[config.mk]
export PLATFORM = sky130hd
export DESIGN_NAME = lsu_mem_initiator
export DESIGN_NICKNAME = d
export VERILOG_FILES = /design/src/rtl/lsu_pkg.sv /design/src/rtl/lsu_decode.sv /design/src/rtl/lsu_mem_initiator.sv
export SDC_FILE = /design/constraint.sdc
export NUM_CORES = 1
export LEC_CHECK = 0
export CORE_MARGIN = 4
export CORE_UTILIZATION = 25
export CTS_CLUSTER_SIZE = 12
export DETAILED_ROUTE_END_ITERATION = 10
export PLACE_DENSITY = 0.53
export RECOVER_POWER = 50
export SYNTH_ARGS = -nofsm -noshare
export SYNTH_HDL_FRONTEND = slang
export SYNTH_SLANG_ARGS = --single-unit
[constraint.sdc]
create_clock -name clock -period 3 [get_ports clock]
set_input_delay 0.9 -clock clock [delete_from_list [all_inputs] [get_ports clock]]
set_output_delay 0.9 -clock clock [all_outputs]
set_load 0.01 [all_outputs]
[src/rtl/lsu_pkg.sv]
// rtl/lsu_pkg.sv - shared funct3 codes, access-size encodings and FSM states for the LSU initiator
package lsu_pkg;

   localparam logic [2:0] F3_B  = 3'b000;
   localparam logic [2:0] F3_H  = 3'b001;
   localparam logic [2:0] F3_W  = 3'b010;
   localparam logic [2:0] F3_BU = 3'b100;
   localparam logic [2:0] F3_HU = 3'b101;

   localparam logic [1:0] SIZE_BYTE = 2'b00;
   localparam logic [1:0] SIZE_HALF = 2'b01;
   localparam logic [1:0] SIZE_WORD = 2'b10;

   typedef enum logic [1:0] {
      ST_IDLE,
      ST_ACCESS,
      ST_RESP
   } lsu_state_e;

endpackage

[src/rtl/lsu_decode.sv]
// rtl/lsu_decode.sv - funct3/op/address decode into access size, signedness and fault flags
module lsu_decode
   import lsu_pkg::*;
(
   input  logic [2:0] funct3_i,
   input  logic       is_store_i,
   input  logic [1:0] addr_lo_i,
   output logic [1:0] access_size_o,
   output logic       is_signed_o,
   output logic       illegal_o,
   output logic       misaligned_o
);

   always_comb begin
      access_size_o = SIZE_BYTE;
      is_signed_o   = 1'b0;
      illegal_o     = 1'b0;
      case (funct3_i)
         F3_B:  is_signed_o = 1'b1;
         F3_H: begin
            access_size_o = SIZE_HALF;
            is_signed_o   = 1'b1;
         end
         F3_W:  access_size_o = SIZE_WORD;
         F3_BU: illegal_o = is_store_i;
         F3_HU: begin
            access_size_o = SIZE_HALF;
            illegal_o     = is_store_i;
         end
         default: illegal_o = 1'b1;
      endcase
      misaligned_o = ((access_size_o == SIZE_HALF) && addr_lo_i[0]) ||
                     ((access_size_o == SIZE_WORD) && (addr_lo_i != 2'b00));
   end

endmodule

[src/rtl/lsu_mem_initiator.sv]
// rtl/lsu_mem_initiator.sv - single-outstanding load/store initiator driving a byte-addressed data memory
module lsu_mem_initiator
   import lsu_pkg::*;
#(
   parameter int unsigned WAIT_STATES = 0,
   parameter int unsigned ADDR_W      = 32
) (
   input  logic              clock,
   input  logic              reset_n,
   input  logic              req_valid,
   output logic              req_ready,
   input  logic              req_is_store,
   input  logic [2:0]        req_funct3,
   input  logic [ADDR_W-1:0] req_base,
   input  logic [ADDR_W-1:0] req_offset,
   input  logic [31:0]       req_store_data,
   input  logic [4:0]        req_rd,
   output logic              resp_valid,
   input  logic              resp_ready,
   output logic [31:0]       resp_data,
   output logic [4:0]        resp_rd,
   output logic [ADDR_W-1:0] resp_addr,
   output logic              resp_misaligned,
   output logic              resp_illegal,
   output logic [ADDR_W-1:0] mem_address,
   output logic [31:0]       mem_data_in,
   output logic              mem_read_write,
   output logic [1:0]        mem_access_size,
   output logic              mem_is_signed,
   input  logic [31:0]       mem_data_out
);

   localparam int unsigned CNT_W = (WAIT_STATES > 0) ? $clog2(WAIT_STATES + 1) : 1;

   lsu_state_e        state_q, state_d;
   logic [ADDR_W-1:0] addr_q, addr_d;
   logic [1:0]        size_q, size_d;
   logic              signed_q, signed_d;
   logic              store_q, store_d;
   logic              mis_q, mis_d;
   logic              ill_q, ill_d;
   logic [31:0]       sdata_q, sdata_d;
   logic [31:0]       rdata_q, rdata_d;
   logic [4:0]        rd_q, rd_d;
   logic [CNT_W-1:0]  cnt_q, cnt_d;

   logic [ADDR_W-1:0] eff_addr;
   logic [1:0]        dec_size;
   logic              dec_signed, dec_illegal, dec_misaligned;
   logic              in_access;

   assign eff_addr = req_base + req_offset;

   lsu_decode u_decode (
      .funct3_i      (req_funct3),
      .is_store_i    (req_is_store),
      .addr_lo_i     (eff_addr[1:0]),
      .access_size_o (dec_size),
      .is_signed_o   (dec_signed),
      .illegal_o     (dec_illegal),
      .misaligned_o  (dec_misaligned)
   );

   assign req_ready = reset_n && (state_q == ST_IDLE);

   always_comb begin
      state_d  = state_q;
      addr_d   = addr_q;
      size_d   = size_q;
      signed_d = signed_q;
      store_d  = store_q;
      mis_d    = mis_q;
      ill_d    = ill_q;
      sdata_d  = sdata_q;
      rdata_d  = rdata_q;
      rd_d     = rd_q;
      cnt_d    = cnt_q;
      case (state_q)
         ST_IDLE: begin
            if (req_valid && req_ready) begin
               addr_d   = eff_addr;
               size_d   = dec_size;
               signed_d = dec_signed;
               store_d  = req_is_store;
               sdata_d  = req_store_data;
               rd_d     = req_rd;
               rdata_d  = '0;
               ill_d    = dec_illegal;
               // illegal takes precedence when both faults apply
               mis_d    = dec_misaligned && !dec_illegal;
               cnt_d    = CNT_W'(WAIT_STATES);
               state_d  = (dec_illegal || dec_misaligned) ? ST_RESP : ST_ACCESS;
            end
         end
         ST_ACCESS: begin
            if (cnt_q == '0) begin
               if (!store_q) rdata_d = mem_data_out;
               state_d = ST_RESP;
            end else begin
               cnt_d = cnt_q - CNT_W'(1);
            end
         end
         ST_RESP: begin
            if (resp_ready) state_d = ST_IDLE;
         end
         default: state_d = ST_IDLE;
      endcase
   end

   always_ff @(posedge clock or negedge reset_n) begin
      if (!reset_n) begin
         state_q  <= ST_IDLE;
         addr_q   <= '0;
         size_q   <= '0;
         signed_q <= 1'b0;
         store_q  <= 1'b0;
         mis_q    <= 1'b0;
         ill_q    <= 1'b0;
         sdata_q  <= '0;
         rdata_q  <= '0;
         rd_q     <= '0;
         cnt_q    <= '0;
      end else begin
         state_q  <= state_d;
         addr_q   <= addr_d;
         size_q   <= size_d;
         signed_q <= signed_d;
         store_q  <= store_d;
         mis_q    <= mis_d;
         ill_q    <= ill_d;
         sdata_q  <= sdata_d;
         rdata_q  <= rdata_d;
         rd_q     <= rd_d;
         cnt_q    <= cnt_d;
      end
   end

   assign resp_valid      = (state_q == ST_RESP);
   assign resp_data       = rdata_q;
   assign resp_rd         = rd_q;
   assign resp_addr       = addr_q;
   assign resp_misaligned = mis_q;
   assign resp_illegal    = ill_q;

   // Memory port is gated by state, so reset drops the write strobe without waiting for a clock
   assign in_access       = (state_q == ST_ACCESS);
   assign mem_address     = in_access ? addr_q : '0;
   assign mem_data_in     = in_access ? sdata_q : '0;
   assign mem_access_size = in_access ? size_q : '0;
   assign mem_is_signed   = in_access && signed_q;
   assign mem_read_write  = in_access && store_q && (cnt_q == '0);

endmodule
==> reports/qor.csv, run 1 <==
stage,metric,value,unit
die,# rows,57,
place,DP HPWL,17.5,mm
synth,Gate Count Post-Synth,745,
place,pre-CTS setup slack,-616,ps
global_routing,initial antenna violation count,0,
clock_network,# clock sinks,109,
route,max layer used,met4,
global_routing,largest net degree at the start of global routing,65,
cells_and_area,Ant. Diodes,0,
die,Die W,166,um
worst_setup_path,CP Class,in2reg,
die,Top Ports,282,
clock_network,H-tree lvl count,3,
cells_and_area,Synth-to-Final Area Change,67.2,%
place,GPL Wtd Cong,0.804,
synth,Yosys warnings,0,
global_routing,vias in the first global route,6297,
sta,RSZ-0062 raised after global routing,no,
clock_network,clock latency on the worst-skew pair,350,ps
worst_setup_path,Reg2Reg Setup Slack,520,ps
die,CORE AREA,24500,sq um
sta,Worst-Margin Slew,1320,ps
clock_network,Root Buffer,clkbuf_16,
sta,Setup TNS,0,ps
die,die height,166,um
global_routing,total global routing overflow,0,
worst_setup_path,CP Launch Type,input pin,
min_path,Worst Hold Launch,sdata_q[9],
route,Routed WL,22.2,mm
cells_and_area,post-layout net count,1270,
flow_run,max-cap viol count,0,
min_path,worst hold path type,reg2reg,
synth,sequential-to-total area share from yosys stat,43.6,%
synth,most common library cells after synthesis,"235 x nand2_1, 109 x dfrtp_1, 70 x and2_1",
synth,Yosys top cell by area,dfrtp_1,
synth,Post-synth EDFFs,0,
min_path,Worst Hold Depth,2,
worst_setup_path,Worst Setup End Kind,flip-flop,
power,Power Density,488,nW/um^2
worst_setup_path,R2R Path Start,state_q[1],
sta,Tmin final,2930,ps
place,placed cell area,10100,sq um
sta,Worst slew margin,11.9,%
worst_setup_path,Worst EP required,3220,ps
clock_network,clock-pin slew on the worst setup and hold paths,70,ps
sta,Setup-failing EPs final,0,
route,vias,6245,
synth,syn_area_per_cell,8.39,sq um
sta,PnR worst setup slack,71.7,ps
outcome,outcome,completed,
route,WL met2,10.9,mm
synth,#FFs+latches synth,109,
global_routing,wire length of the first global-routing pass,35.1,mm
route,met1 WL,10.0,mm
synth,synth top area cells,"dfrtp_1 44%, nand2_1 14%, and2_1 7.0%, ha_1 6.2%, o21ai_0 5.0%",
worst_setup_path,CP max stage delay,440,ps
sta,crit share post-route,97.6,%
sta,Fin. Hold Viols,0,
power,Max VDD drop,0.264,mV
clock_network,hold_buf cts,0,
die,DIE AREA,27600,sq um
synth,Post-synth ARST share,100,%
worst_setup_path,FF-to-FF path depth,5,
synth,Cell variety after synth,58,
power,Leakage,4.78,nW
route,WL per Instance,15.5,um
clock_network,total CTS buffers,9,
worst_setup_path,"Max FO, Critical Path",3,
clock_network,CTS Buffer Depth,2,
synth,most frequent cell after synthesis,nand2_1,
route,first-pass iteration count of the detailed router,4,
min_path,Hold Path Sink,sdata_q[9],
synth,synthesized net count,918,
sta,clock skew,14.0,ps
route,"antenna viol nets, final",0,
die,Initial Utilization,25.6,%
sta,Max Clock Freq,341,MHz
cells_and_area,ratio of cells with drive above 1 in the final layout,12.7,%
synth,area share of the largest cell type after synthesis,43.6,%
clock_network,CTS tree,built,
worst_setup_path,crit-path cells,clkdlybuf4s50_1 -> ha_4 -> o211ai_1 -> o21ai_2 -> o2111a_2 -> o211ai_4 -> nand2_4 -> a21oi_4 -> buf_4 -> and4_1 -> or3_1,
cells_and_area,Multi-input gate area,3470,sq um
cells_and_area,Finished Cell Area,10500,sq um
worst_setup_path,Crit-path slowest cell,clkdlybuf4s50_1,
cells_and_area,fillcell total,2449,
worst_setup_path,worst r2r dst,state_q[1],
global_routing,gr usage total,15.6,%
route,Starting DRT DRC Count,311,
route,DR WL met3,852,um
cells_and_area,Storage cell area,2730,sq um
worst_setup_path,Critical Path AT,3150,ps
route,DRC Markers,0,
route,Vias/cell,4.38,
place,input/output buffers,281,
sta,final slew viol count,0,
synth,ys flop type,dfrtp_1,
synth,Syn Std Cell Area,6250,sq um
==> worst max path at each step <==
stage                         end  depth (start not counted)  slack [ps]     startpoint
floorplan           resp_addr[30]                         11         100    req_base[0]
global placement    resp_addr[30]                         12        -600    req_base[0]
detailed placement  resp_addr[30]                         12        -620    req_base[0]
CTS                 resp_addr[25]                         10          20  req_offset[1]
global route        resp_addr[31]                         10         0.2  req_offset[5]
finish              resp_addr[25]                         11          70  req_offset[4]
==> final cells by class <==
type,count,area share [%]
inverters,9,0.323
well taps,324,3.88
clock buffers,9,2.15
repair buffers,379,33.9
flip-flops and latches,109,26.1
multi-input cells,589,33.2
clock inverters,6,0.443
==> cell usage in the layout, fill, tap and decap left out, types with 4 or more instances in the layout <==
| cell type | synthesis | layout |
|---|---|---|
| o21ai_1 | 11 | 13 |
| dlygate4sd3_1 | 0 | 36 |
| clkdlybuf4s50_1 | 0 | 238 |
| nand4_1 | 4 | 4 |
| a31oi_1 | 5 | 5 |
| and2_1 | 70 | 69 |
| o21a_1 | 6 | 6 |
| o21ai_0 | 63 | 60 |
| inv_1 | 9 | 8 |
| xor2_1 | 18 | 18 |
| a21oi_1 | 27 | 26 |
| clkbuf_1 | 34 | 6 |
| nand2_1 | 235 | 235 |
| dfrtp_1 | 109 | 109 |
| ha_1 | 31 | 27 |
| nor2_1 | 26 | 24 |
| xnor2_1 | 10 | 10 |
| buf_4 | 1 | 88 |
| a21o_1 | 18 | 18 |
| clkbuf_16 | 0 | 9 |
==> stage by stage <==
stage | hold WS [ps] | utilization, % | instances | total power, mW
finish | 468 | 42.7 | 1425 | 5.11
global route | 488 | 42.7 | 1425 | 5.48
CTS | 472 | 42.6 | 1424 | 5.24
detailed placement | 454 | 41.3 | 1408 | 4.03
global placement | 449 | 41.3 | 1408 | 4.02
floorplan | 437 | - | 745 | 2.82
==> state kept, by name, summed over array words and instances, names as in the netlist <==
register,cells
store_q,1
resp_data,32
resp_rd,5
size_q,2
resp_illegal,1
state_q,2
resp_addr,32
resp_misaligned,1
signed_q,1
sdata_q,32
==> timing repair <==
item	CTS	global route
pin swaps	15	12
setup endpoints to repair	10	11
gates resized for setup	19	11
buffers inserted	1	1
==> layer usage <==
layer | up-vias | track usage, %
li1 | 3190 | -
met1 | 2868 | 20.5
met2 | 167 | 27.1
met3 | 20 | 2.57
met4 | 0 | 3.80
met5 | - | 0
==> report_power, final <==
part	switching, mW	internal, mW
clock network	0.584	0.567
registers	0.265	1.82
logic	0.844	1.03
==> logic make-up (layout without fill, tap and decap cells) <==
| family | count (synthesis) | after routing | share of synthesized area [%] |
|---|---|---|---|
| buffers and inverters | 47 | 403 | 2.92 |
| adder cells (fa/ha/maj) | 32 | 32 | 6.52 |
| multiplexers | 2 | 2 | 0.340 |
| AO/OA/AOI/OAI | 164 | 164 | 16.8 |
| XOR/XNOR | 28 | 28 | 3.92 |
| flip-flops | 109 | 109 | 43.6 |
| AND/OR/NAND/NOR | 363 | 363 | 25.9 |
==> critical path, delay by kind of cell <==
family | cells | cell delay (ps)
AOI/OAI and AO/OA | 5 | 750
adders and majority gates | 1 | 290
buffers and inverters | 2 | 570
and+or+nand+nor | 3 | 630
(Power assumes the default switching activity.)
==> inputs of run 2 (changes only) <==
CORE_MARGIN = 1   (was 4)
CORE_UTILIZATION = 46   (was 25)
PLACE_DENSITY = 0.87   (was 0.53)
==> reports/qor.csv, run 2 (synthesized netlist as in run 1, its figures left out) <==
stage,metric,value,unit,change
die,CORE AREA,13200,sq um,-46%
cells_and_area,"commonest cells after routing, fill and taps aside","274 x clkdlybuf4s50_1, 235 x nand2_1, 109 x dfrtp_1",,
clock_network,CTS tree,built,,
power,combinational group share of total power,36.5,%,about the same
worst_setup_path,Top delay family on crit path,compound AO/OA/AOI/OAI gates,,
min_path,worst hold path type,reg2reg,,
clock_network,# clock sinks,109,,unchanged
global_routing,wire length of the first global-routing pass,31.9,mm,-9.2%
sta,clock skew,8.72,ps,-5.30 ps
cells_and_area,Synth-to-Final Area Change,63.0,%,
cells_and_area,ratio of cells with drive above 1 in the final layout,11.7,%,-0.98 points
power,Power Density,511,nW/um^2,+4.7%
power,Int Power,3.54,mW,+3.6%
die,die height,119,um,-29%
route,"antenna viol nets, final",0,,unchanged
place,DP HPWL,15.1,mm,-13%
worst_setup_path,CP Class,in2reg,,
clock_network,H-tree lvl count,3,,unchanged
flow_run,max-cap viol count,0,,unchanged
worst_setup_path,Crit path buffers/inverters,3,,+1
clock_network,total CTS buffers,9,,unchanged
power,power after layout,5.21,mW,+2.0%
outcome,outcome,"finished, violations left",,
cells_and_area,fillcell total,926,,-62%
sta,Max Clock Freq,330,MHz,-3.3%
power,Net Sw Frac,32.1,%,-1.0 points
cells_and_area,Ant. Diodes,0,,unchanged
die,Initial Utilization,47.2,%,+22 points
die,# rows,42,,-26%
sta,Setup-failing EPs final,1,,+1
worst_setup_path,CP max stage delay,330,ps,-110 ps
route,WL per Instance,16.0,um,+2.9%
power,Leakage,4.62,nW,-3.4%
sta,Fin. Hold Viols,0,,unchanged
sta,Tmin final,3030,ps,+101 ps
die,Die W,119,um,-29%
outcome,failing checks,negative setup slack,,
global_routing,initial antenna violation count,0,,unchanged
die,DIE AREA,14100,sq um,-49%
worst_setup_path,CP Launch Type,input pin,,
power,clock power share,23.4,%,+0.9 points
sta,Worst slew margin,20.1,%,+8.1 points
worst_setup_path,Crit-path slowest cell,a221oi_2,,
route,vias,6530,,+4.6%
place,input/output buffers,281,,unchanged
global_routing,vias in the first global route,6492,,+3.1%
route,Routed WL,20.1,mm,-9.1%
route,Starting DRT DRC Count,438,,+41%
place,pre-CTS setup slack,-619,ps,-2.80 ps
cells_and_area,Multi-input gate area,3510,sq um,+1.1%
power,Sequential Power Share,40.1,%,-0.7 points
global_routing,largest net degree at the start of global routing,96,,+48%
worst_setup_path,crit-path cells,dlygate4sd2_1 -> ha_2 -> inv_2 -> fa_2 -> nor2b_4 -> buf_4 -> o31a_1 -> o21a_1 -> nor2_4 -> o41ai_4 -> a221oi_2 -> xor2_1 -> o21ai_1,,
route,Vias/cell,5.19,,+18%
worst_setup_path,Worst EP required,3220,ps,about the same
clock_network,clock latency on the worst-skew pair,350,ps,about the same
route,first-pass iteration count of the detailed router,5,,+1
cells_and_area,Storage cell area,2730,sq um,unchanged
global_routing,gr usage total,28.6,%,+13 points
clock_network,hold_buf cts,0,,unchanged
sta,Setup TNS,-29.6,ps,-29.6 ps
worst_setup_path,Worst Setup End Kind,flip-flop,,
sta,crit share post-route,101,%,+3.4 points
die,Top Ports,282,,unchanged
global_routing,total global routing overflow,0,,unchanged
route,DRC Markers,0,,unchanged
cells_and_area,utilization after layout,77.0,%,+34 points
cells_and_area,most common library cell in the layout ignoring fill and taps,clkdlybuf4s50_1,,
sta,final slew viol count,0,,unchanged
worst_setup_path,Critical Path AT,3250,ps,+100 ps
clock_network,Root Buffer,clkbuf_16,,
worst_setup_path,"Max FO, Critical Path",2,,-1
sta,Worst-Margin Slew,1200,ps,-122 ps
cells_and_area,post-layout net count,1250,,-1.6%
clock_network,clock-pin slew on the worst setup and hold paths,70,ps,about the same
power,Max VDD drop,0.266,mV,+0.80%
place,GPL Wtd Cong,0.898,,+12%
sta,PnR worst setup slack,-29.6,ps,-101 ps
clock_network,CTS Buffer Depth,2,,unchanged
power,Psw,1.67,mW,-1.1%
==> run 2: tightest hold or removal path, stage by stage, from the launching register on <==
cell     delay (ps)
dfrtp_1         340
nand2_1          50
nand2_1          60
==> run 2: worst paths after layout <==
kind / startpoint / to / slack, ps / cells past startpoint
worst min-delay path: sdata_q[28] / sdata_q[28] / 470 / 2
max in group asynchronous: reset_n / resp_addr[24] / 430 / 3
worst max-delay path: req_offset[0] / resp_addr[18] / -30 / 13
worst min register to register: sdata_q[28] / sdata_q[28] / 470 / 2
worst max register to register: state_q[1] / state_q[1] / 440 / 5
min in group asynchronous: reset_n / sdata_q[18] / 1000 / 2
==> run 2: timing repair <==
item / 4_1_cts / 5_1_grt
gates cloned: 0 / 0
setup endpoints to repair: 13 / 9
endpoints found under the hold margin: 0 / 0
resized for setup: 16 / 17
buffers inserted: 5 / 2
pin swaps: 14 / 15
==> run 2: per-layer routing <==
layer	track usage (%)	up-vias	wire [um]
met4	12.3	0	721
met5	0	-	0
met2	50.1	257	10100
met3	3.72	52	921
li1	-	3152	-
met1	35.4	3069	8390
==> run 2: area by class of cell <==
cell class              count  area share [%]
clock inverters             4           0.552
well taps                 176            2.16
repair buffers            359            33.3
multi-input cells         589            34.5
inverters                   9           0.331
clock buffers              12            2.42
flip-flops and latches    109            26.8
==> run 2: power groups by stage <==
stage / combinational, mW / sequential (mW) / clock [mW]
6_report: 1.90 / 2.09 / 1.22
5_1_grt: 2.06 / 2.13 / 1.30
4_1_cts: 1.88 / 2.09 / 1.24
3_5_place_dp: 1.85 / 2.11 / 0
3_3_place_gp: 1.80 / 2.09 / 0
2_1_floorplan: 0.689 / 2.13 / 0
==> run 2: metrics by stage <==
stage / hold WS [ps] / instance area [sq um] / instances
after detailed placement: 456 / 9710 / 1235
after global placement: 448 / 9710 / 1235
final: 472 / 10200 / 1258
after floorplan: 437 / 6250 / 745
after global routing: 487 / 10200 / 1258
after CTS: 474 / 10100 / 1256
==> inputs of run 3 (changes only) <==
SLEW_MARGIN = 5   (was not set)
==> results of run 3 <==
No change in the layout: final DEF, timing and power equal those of run 2.
